<file path="config.mk">
export PLATFORM = sky130hd
export DESIGN_NAME = vga_bounce_box
export DESIGN_NICKNAME = d
export VERILOG_FILES = /design/src/rtl/vga_bounce_box.sv
export SDC_FILE = /design/constraint.sdc
export NUM_CORES = 1
export LEC_CHECK = 0
export ABC_AREA = 1
export CORE_MARGIN = 2
export CORE_UTILIZATION = 55
export CTS_CLUSTER_DIAMETER = 200
export DETAILED_ROUTE_END_ITERATION = 12
export PLACE_DENSITY_LB_ADDON = 0.08
export SLEW_MARGIN = 20
export SYNTH_ARGS = -nofsm -noshare
export SYNTH_HDL_FRONTEND = slang
export SYNTH_SLANG_ARGS = --single-unit
export TNS_END_PERCENT = 50
</file>
<file path="constraint.sdc">
create_clock -name clk -period 2.6 [get_ports clk]
set_clock_uncertainty 0.15 [all_clocks]
set_input_delay 0.39 -clock clk [delete_from_list [all_inputs] [get_ports clk]]
set_output_delay 0.39 -clock clk [all_outputs]
set_load 0.01 [all_outputs]
</file>
<file path="src/rtl/vga_bounce_box.sv">
// Bouncing-box pixel generator: two-stage video pipeline plus per-frame box motion.
// Optional macro VGA_BOX_BORDER_EN paints a white one-pixel frame around the active area.
module vga_bounce_box #(
   parameter int          H_ACTIVE = 640,
   parameter int          V_ACTIVE = 480,
   parameter int          BOX_SIZE = 32,
   parameter int          SPEED    = 2,
   parameter logic [11:0] BG_RGB   = 12'h008,
   parameter logic [11:0] BOX_RGB0 = 12'hF00,
   parameter logic [11:0] BOX_RGB1 = 12'h0F0,
   parameter logic [11:0] BOX_RGB2 = 12'h00F,
   parameter logic [11:0] BOX_RGB3 = 12'hFF0,
   parameter logic [11:0] BOX_RGB4 = 12'h0FF,
   parameter logic [11:0] BOX_RGB5 = 12'hF0F,
   parameter logic [11:0] BOX_RGB6 = 12'hF80,
   parameter logic [11:0] BOX_RGB7 = 12'h888
) (
   input  logic       clk,
   input  logic       rst,
   input  logic       h_sync_in,
   input  logic       v_sync_in,
   input  logic [9:0] pixel_x,
   input  logic [9:0] pixel_y,
   input  logic       video_on,
   input  logic       freeze,
   output logic       h_sync_out,
   output logic       v_sync_out,
   output logic [3:0] red,
   output logic [3:0] green,
   output logic [3:0] blue,
   output logic       frame_tick
);

   generate
      if (BOX_SIZE > V_ACTIVE || SPEED == 0) begin : g_bad_cfg
         $error("vga_bounce_box: BOX_SIZE must not exceed V_ACTIVE and SPEED must be nonzero");
      end
   endgenerate

   localparam logic [10:0] X_MAX   = 11'(H_ACTIVE - BOX_SIZE);
   localparam logic [10:0] Y_MAX   = 11'(V_ACTIVE - BOX_SIZE);
   localparam logic [10:0] SPEED_W = 11'(SPEED);
   localparam logic [10:0] BOX_W   = 11'(BOX_SIZE);

   typedef enum logic {RIGHT = 1'b0, LEFT = 1'b1} xdir_e;
   typedef enum logic {DOWN  = 1'b0, UP   = 1'b1} ydir_e;

   xdir_e       x_dir_q, x_dir_d;
   ydir_e       y_dir_q, y_dir_d;
   logic [9:0]  box_x_q, box_x_d, box_y_q, box_y_d;
   logic [2:0]  color_q, color_d;
   logic        v_prev_q, frame_tick_q, frame_tick_d;

   logic        hs1_q, vs1_q, von1_q, in_box1_q, in_box_d;
   logic        hs2_q, vs2_q;
   logic [11:0] rgb_q, rgb_d, box_rgb;

   // Stage 1: box hit test in 11 bits so box_x+BOX_SIZE cannot wrap
   always_comb begin
      logic [10:0] px, py, bx, by;
      px       = {1'b0, pixel_x};
      py       = {1'b0, pixel_y};
      bx       = {1'b0, box_x_q};
      by       = {1'b0, box_y_q};
      in_box_d = (px >= bx) && (px < bx + BOX_W) && (py >= by) && (py < by + BOX_W);
   end

`ifdef VGA_BOX_BORDER_EN
   logic border1_q, border_d;
   always_comb begin
      border_d = (pixel_x == 10'd0) || (pixel_x == 10'(H_ACTIVE - 1)) ||
                 (pixel_y == 10'd0) || (pixel_y == 10'(V_ACTIVE - 1));
   end
   always_ff @(posedge clk or negedge rst) begin
      if (!rst) border1_q <= 1'b0;
      else      border1_q <= border_d;
   end
`endif

   always_comb begin
      case (color_q)
         3'd0:    box_rgb = BOX_RGB0;
         3'd1:    box_rgb = BOX_RGB1;
         3'd2:    box_rgb = BOX_RGB2;
         3'd3:    box_rgb = BOX_RGB3;
         3'd4:    box_rgb = BOX_RGB4;
         3'd5:    box_rgb = BOX_RGB5;
         3'd6:    box_rgb = BOX_RGB6;
         default: box_rgb = BOX_RGB7;
      endcase
   end

   // Stage 2 colour select
   always_comb begin
      rgb_d = BG_RGB;
      if (!von1_q)        rgb_d = 12'h000;
`ifdef VGA_BOX_BORDER_EN
      else if (border1_q) rgb_d = 12'hFFF;
`endif
      else if (in_box1_q) rgb_d = box_rgb;
   end

   always_ff @(posedge clk or negedge rst) begin
      if (!rst) begin
         hs1_q     <= 1'b1;
         vs1_q     <= 1'b1;
         von1_q    <= 1'b0;
         in_box1_q <= 1'b0;
         hs2_q     <= 1'b1;
         vs2_q     <= 1'b1;
         rgb_q     <= 12'h000;
      end else begin
         hs1_q     <= h_sync_in;
         vs1_q     <= v_sync_in;
         von1_q    <= video_on;
         in_box1_q <= in_box_d;
         hs2_q     <= hs1_q;
         vs2_q     <= vs1_q;
         rgb_q     <= rgb_d;
      end
   end

   assign frame_tick_d = !v_sync_in && v_prev_q;

   // Motion FSMs; updates only land on the frame_tick cycle, inside vertical blanking
   always_comb begin
      logic [10:0] x_sum, y_sum;
      logic        x_clamp, y_clamp;
      x_dir_d = x_dir_q;
      y_dir_d = y_dir_q;
      box_x_d = box_x_q;
      box_y_d = box_y_q;
      color_d = color_q;
      x_clamp = 1'b0;
      y_clamp = 1'b0;
      x_sum   = {1'b0, box_x_q} + SPEED_W;
      y_sum   = {1'b0, box_y_q} + SPEED_W;
      if (frame_tick_q && !freeze) begin
         if (x_dir_q == RIGHT) begin
            if (x_sum >= X_MAX) begin
               box_x_d = X_MAX[9:0];
               x_dir_d = LEFT;
               x_clamp = 1'b1;
            end else box_x_d = x_sum[9:0];
         end else begin
            if ({1'b0, box_x_q} <= SPEED_W) begin
               box_x_d = 10'd0;
               x_dir_d = RIGHT;
               x_clamp = 1'b1;
            end else box_x_d = 10'({1'b0, box_x_q} - SPEED_W);
         end
         if (y_dir_q == DOWN) begin
            if (y_sum >= Y_MAX) begin
               box_y_d = Y_MAX[9:0];
               y_dir_d = UP;
               y_clamp = 1'b1;
            end else box_y_d = y_sum[9:0];
         end else begin
            if ({1'b0, box_y_q} <= SPEED_W) begin
               box_y_d = 10'd0;
               y_dir_d = DOWN;
               y_clamp = 1'b1;
            end else box_y_d = 10'({1'b0, box_y_q} - SPEED_W);
         end
         color_d = color_q + 3'(x_clamp | y_clamp);
      end
   end

   always_ff @(posedge clk or negedge rst) begin
      if (!rst) begin
         v_prev_q     <= 1'b1;
         frame_tick_q <= 1'b0;
         x_dir_q      <= RIGHT;
         y_dir_q      <= DOWN;
         box_x_q      <= 10'd0;
         box_y_q      <= 10'd0;
         color_q      <= 3'd0;
      end else begin
         v_prev_q     <= v_sync_in;
         frame_tick_q <= frame_tick_d;
         x_dir_q      <= x_dir_d;
         y_dir_q      <= y_dir_d;
         box_x_q      <= box_x_d;
         box_y_q      <= box_y_d;
         color_q      <= color_d;
      end
   end

   assign h_sync_out = hs2_q;
   assign v_sync_out = vs2_q;
   assign red        = rgb_q[11:8];
   assign green      = rgb_q[7:4];
   assign blue       = rgb_q[3:0];
   assign frame_tick = frame_tick_q;

endmodule

</file>
# After elaboration in Yosys (flattened, before gate mapping)
# Cells that the tools add are included.
[classes] add_sub_neg=7 n_lt_le_gt_ge=8 n_eq_ne=6 mux=21 bitwise=1 reduce_logical=8
[ops] operator="$pmux W12 S7" count=1
[ops] operator="$mux W10" count=6
[ops] operator="$mux W12" count=2
[ops] operator="$add A10 B2 Y11 const B" count=2
[ops] operator="$add A10 B6 Y11 const B" count=2
[ops] operator="$lt A10 B11 Y1" count=2
[ops] operator="$ge A10 B10 Y1" count=2
[ops] operator="$le A10 B2 Y1 const B" count=2
[ops] operator="$sub A10 B2 Y10 const B" count=2
[ops] operator="$mux W1" count=12
[ops] operator="$ge A11 B10 Y1 const B" count=1
[ops] operator="$ge A11 B9 Y1 const B" count=1
[ops] operator="$eq A3 B3 Y1 const B" count=3
[ops] operator="$eq A3 B2 Y1 const B" count=2
[ops] operator="$logic_and A1 B1 Y1" count=5
[ops] operator="$add A3 B1 Y3" count=1
[ops] operator="$eq A3 B1 Y1 const B" count=1
[ops] operator="$logic_not A3 Y1" count=1
[ops] operator="$logic_not A1 Y1" count=2
[ops] operator="$or A1 B1 Y1" count=1
[totals] register_bits=44 output_inout_bits=15

# Longest topological paths before layout
# Gate-level depths: netlist of run 1.
[depth] depth_word=7 mapped_depth=15 mapped_depth_nobuf=15

# Least setup slack after synthesis of run 1
# Ideal clock, no wire load.
[synth_timing] kind="register to register" from="reg box_x_q[5]" to="reg color_q[1]" setup_ns=0.133 arrival_time_ns=1.994 t_required_ns=2.317 slack_ns=0.323 stages_incl_launch_ff=14 n_path_buf=0 period_less_slack_ns=2.277 path_cell_list="dfrtp_1 > ha_1 > nand3_4 > nor2_4 > xor2_2 > nand2_2 > nand2_4 > nand2_2 > nand2_2 > nand2_1 > ha_1 > ha_1 > nand2_1 > o21ai_0"
[synth_via] elab_chain_len=7 word_cells_on_any_way=9 cone_classes="2 x add/sub; 2 x order compare; 4 x mux; 1 x bitwise"
[synth_lines] element="from (decl)" line_no="50" source="logic [9:0] box_x_q, box_x_d, box_y_q, box_y_d;"
[synth_lines] element="from (signal assigned)" line_no="183" source="box_x_q <= box_x_d;"
[synth_lines] element="$add A10 B2 Y11" line_no="136" source="x_sum = {1'b0, box_x_q} + SPEED_W;"
[synth_lines] element="$ge A11 B10 Y1" line_no="140" source="if (x_sum >= X_MAX) begin"
[synth_lines] element="$mux W1" line_no="140"
[synth_lines] element="$mux W1 (*)" line_no="139" source="if (x_dir_q == RIGHT) begin"
[synth_lines] element="$mux W1 (*)" line_no="138" source="if (frame_tick_q && !freeze) begin"
[synth_lines] element="$or A1 B1 Y1 (*)" line_no="165" source="color_d = color_q + 3'(x_clamp | y_clamp);"
[synth_lines] element="$add A3 B1 Y3 (*)" line_no="165"
[synth_lines] element="to (signal assigned)" line_no="185" source="color_q <= color_d;"
[synth_lines] element="to (decl)" line_no="51" source="logic [2:0] color_q, color_d;"
# Every way passes the cells marked *; elsewhere a longest branch is shown, timed or not. The select of a mux whose other input is x is not followed.
# A chain may end at the register's enable or synchronous reset.

# Final worst setup path of run 1
[layout_timing] from="reg box_x_q[1]" to="reg color_q[1]"
# Same word-level chain as after synthesis.

==> flow_summary.json, run 1 <==
{
  "tightestPinTransition_ns": 0.443,
  "hold_viol": 0,
  "layout.nets": 569,
  "critPathMaxFanout": 6,
  "cp-end-kind": "flip-flop",
  "drt_iter0_drc": 186,
  "cts_tree": "built",
  "slowest_delay_ns": 0.45,
  "postSynthAreaPerCell_um2": 7.39,
  "synth.top_cells.by_count": "102 x nand2_1, 48 x nor2_1, 42 x ha_1, 41 x inv_1, 32 x dfrtp_1",
  "wl_per_cell_um": 12.7,
  "core_area_um2": 5920,
  "slew_viol_final": 0,
  "routed_wl_mm": 7.35,
  "critPathMostFrequentCell": "nand2_2",
  "cp_num_cells": 13,
  "path_clk_slew_ns": 0.07,
  "synthSimpleGateAreaFrac": 0.313,
  "hold_path.class": "flip-flop to flip-flop",
  "register_area_um2": 906,
  "grt_pass1_wl_mm": 12.8,
  "fmax_mhz": 414,
  "ys_warn_count": 0,
  "multi_input_area_um2": 2160,
  "clockRootBuffer": "clkbuf_8",
  "fin_tns_setup_ns": 0,
  "synth_top_area_share": 0.237,
  "synth_top_family_by_area": "simple AND/OR/NAND/NOR gates",
  "first_pass_iters": 5,
  "synth_edf_count": 0,
  "drive_gt1_frac": 0.135,
  "hpwl_mm": 5.87,
  "start_util": 0.570,
  "cp_num_buf_inv": 0,
  "grt_max_degree": 37,
  "synth_cell_type_count": 37,
  "synth_top_area_cell": "dfrtp_1",
  "critical_path_required_ns": 2.61,
  "clock_latency_ns": 0.28,
  "ir_worst_vdd_mv": 0.655,
  "clock_sinks": 36,
  "cts_max_level": 2,
  "track_usage": 0.243,
  "overflow": 0,
  "drc": 0,
  "fillerInstances": 550,
  "dieHeight_um": 82.3,
  "arrival_ns": 2.43,
  "finalSetupViolations": 0,
  "r2r_cells": 13,
  "run_status": "completed",
  "io_pins": 41,
  "ctsHoldBuffers": 0,
  "diodes": 0,
  "ys_seq_elements": 36,
  "antenna_found_initial": 0,
  "critPathSlowestCell": "dfrtp_1",
  "rrSetupSlack_ns": 0.19,
  "fin_crit_ns": 2.41,
  "synth.most_common_cell": "nand2_1",
  "yosys-mux-area-fraction": 0,
  "synth_compound_area_frac": 0.105,
  "first_global_vias": 2817,
  "hold_depth": 0,
  "synthAdderAreaFrac": 0.156,
  "cap_violations": 0,
  "p_leak_nw": 1.93,
  "synth_ff_type": "dfrtp_1",
  "synth_area_leaders": "dfrtp_1 24%, ha_1 16%, nand2_1 11%",
  "synth_xor_area_frac": 0.0672,
  "crit_family": "simple AND/OR/NAND/NOR gates",
  "synth_seq_area_share": 0.269,
  "cts_max_path_buffers": 2,
  "p_per_area_nw_per_um2": 932,
  "async_flop_share": 1.00,
  "row_count": 28,
  "syn_to_final_growth_pct": 16.8,
  "numCtsBuffers": 5,
  "routed-via-count": 3086,
  "gp_congestion": 0.945,
  "placed_cell_area_um2": 3850,
  "drtAntennaViolNets": 0,
  "synth_area_um2": 3370,
  "fin_area_um2": 3940,
  "worstSetupPathType": "flip-flop to flip-flop",
  "max-slew-margin-rel": 0.705,
  "crit_chain": "ha_2 -> nand3_4 -> nor2_4 -> xor2_2 -> nand2_2 -> nand2_4 -> nand2_2 -> nand2_2 -> nand2_1 -> ha_1 -> ha_1 -> nand2_1 -> o21ai_0",
  "syn_nets": 524,
  "grt_setup_unrepaired": "no",
  "fin_crit_sh": 0.929,
  "die_area_um2": 6770,
  "die_width_um": 82.3,
  "postSynthCellCount": 456,
  "routed_via_density": 5.35,
  "critical_path.startpoint_type": "flip-flop",
  "port_buffers": 38
}
==> cells by family after synthesis <==
kind of cell / after synthesis
and+or+nand+nor: 225
buffers and inverters: 66
AOI/OAI and AO/OA: 62
adders and majority gates: 42
DFF: 36
xor gates and xnor gates: 25
==> placed cells by master (no fill, tap or decap), types with 3 or more instances in the layout <==
cell               n
inv_1             41
nand3_1           29
o21a_1             6
o21ai_0           13
nor2_2             7
nand3_2            4
buf_4             16
clkdlybuf4s50_1   38
or2_2              3
xnor2_1            3
dfrtp_1           32
dfstp_2            4
nand2_1          102
nand2_2            9
nand4_1           12
ha_1              41
xor2_1            21
clkbuf_8           5
nand3_4            3
clkinv_1           3
nor2_1            48
nor3_1             4
inv_2              6
a21oi_1           27
o21ai_1            5
a22oi_1            3
==> sequential cells by signal, summed over array words and instances (netlist names) <==
name        flops
box_x_q         9
box_y_q         9
rgb_q           6
color_q         3
frame_tick      1
h_sync_out      1
hs1_q           1
in_box1_q       1
v_prev_q        1
v_sync_out      1
von1_q          1
x_dir_q         1
y_dir_q         1
==> path summary, 6_finish.rpt <==
| path | startpoint | end |
|---|---|---|
| worst max-delay path | box_x_q[1] | color_q[1] |
| worst max register to register | box_x_q[1] | color_q[1] |
| worst min-delay path | hs1_q | h_sync_out |
| min in group asynchronous | rst | box_y_q[6] |
| worst min register to register | hs1_q | h_sync_out |
| max in group asynchronous | rst | v_prev_q |
==> metal layers <==
layer | part of all wire | track usage
met3 | 0.059 | 0.0380
met4 | 0.013 | 0.0583
met5 | 0 | 0
met2 | 0.43 | 0.381
met1 | 0.49 | 0.350
==> through the flow <==
stage          setup slack, ns  power (mW)  std cells  utilization  hold slack [ns]
6_report                 0.186        3.67        577        0.665            0.210
5_1_grt                 0.0168        4.08        577        0.665            0.212
4_1_cts                  0.102        3.68        577        0.665            0.212
3_5_place_dp             0.105        3.28        569        0.650            0.201
3_3_place_gp             0.198        3.22        569        0.650            0.196
2_1_floorplan            0.323        2.68        456            -          -0.0556
==> power by group <==
| group | leakage, nW | switching [mW] | internal [mW] |
|---|---|---|---|
| registers | 0.418 | 0.211 | 0.720 |
| logic | 1.46 | 1.40 | 0.955 |
| clock network | 0.0479 | 0.196 | 0.186 |
| total | 1.93 | 1.81 | 1.86 |
==> cell type report <==
type / instances / share of cell area
clock buffer: 5 / 0.0175
clock inverter: 3 / 0.00477
inverter: 50 / 0.0477
multi-input combinational: 354 / 0.549
sequential: 36 / 0.230
tap: 75 / 0.0238
timing repair buffer: 54 / 0.127
==> timing repair <==
| action | CTS | global route |
|---|---|---|
| endpoints found under the setup margin | 0 | 1 |
| resized for setup | 0 | 1 |
| setup buffers | 0 | 0 |
No activity file was read; power rests on OpenSTA's default activity.
==> run 2, diff against run 1 <==
--- a/config.mk
+++ b/config.mk
@@ -10,6 +10,7 @@
 export CORE_UTILIZATION = 55
 export CTS_CLUSTER_DIAMETER = 200
 export DETAILED_ROUTE_END_ITERATION = 12
+export HOLD_SLACK_MARGIN = 0.02
 export PLACE_DENSITY_LB_ADDON = 0.08
 export SLEW_MARGIN = 20
 export SYNTH_ARGS = -nofsm -noshare
==> results of run 2 <==
Final layout, timing and power as in run 1 (identical DEF).
==> run 3, diff against run 2 <==
--- a/config.mk
+++ b/config.mk
@@ -12,7 +12,7 @@
 export DETAILED_ROUTE_END_ITERATION = 12
 export HOLD_SLACK_MARGIN = 0.02
 export PLACE_DENSITY_LB_ADDON = 0.08
-export SLEW_MARGIN = 20
+export SLEW_MARGIN = 25
 export SYNTH_ARGS = -nofsm -noshare
 export SYNTH_HDL_FRONTEND = slang
 export SYNTH_SLANG_ARGS = --single-unit
==> results of run 3 <==
Final layout, timing and power as in run 1 (identical DEF).
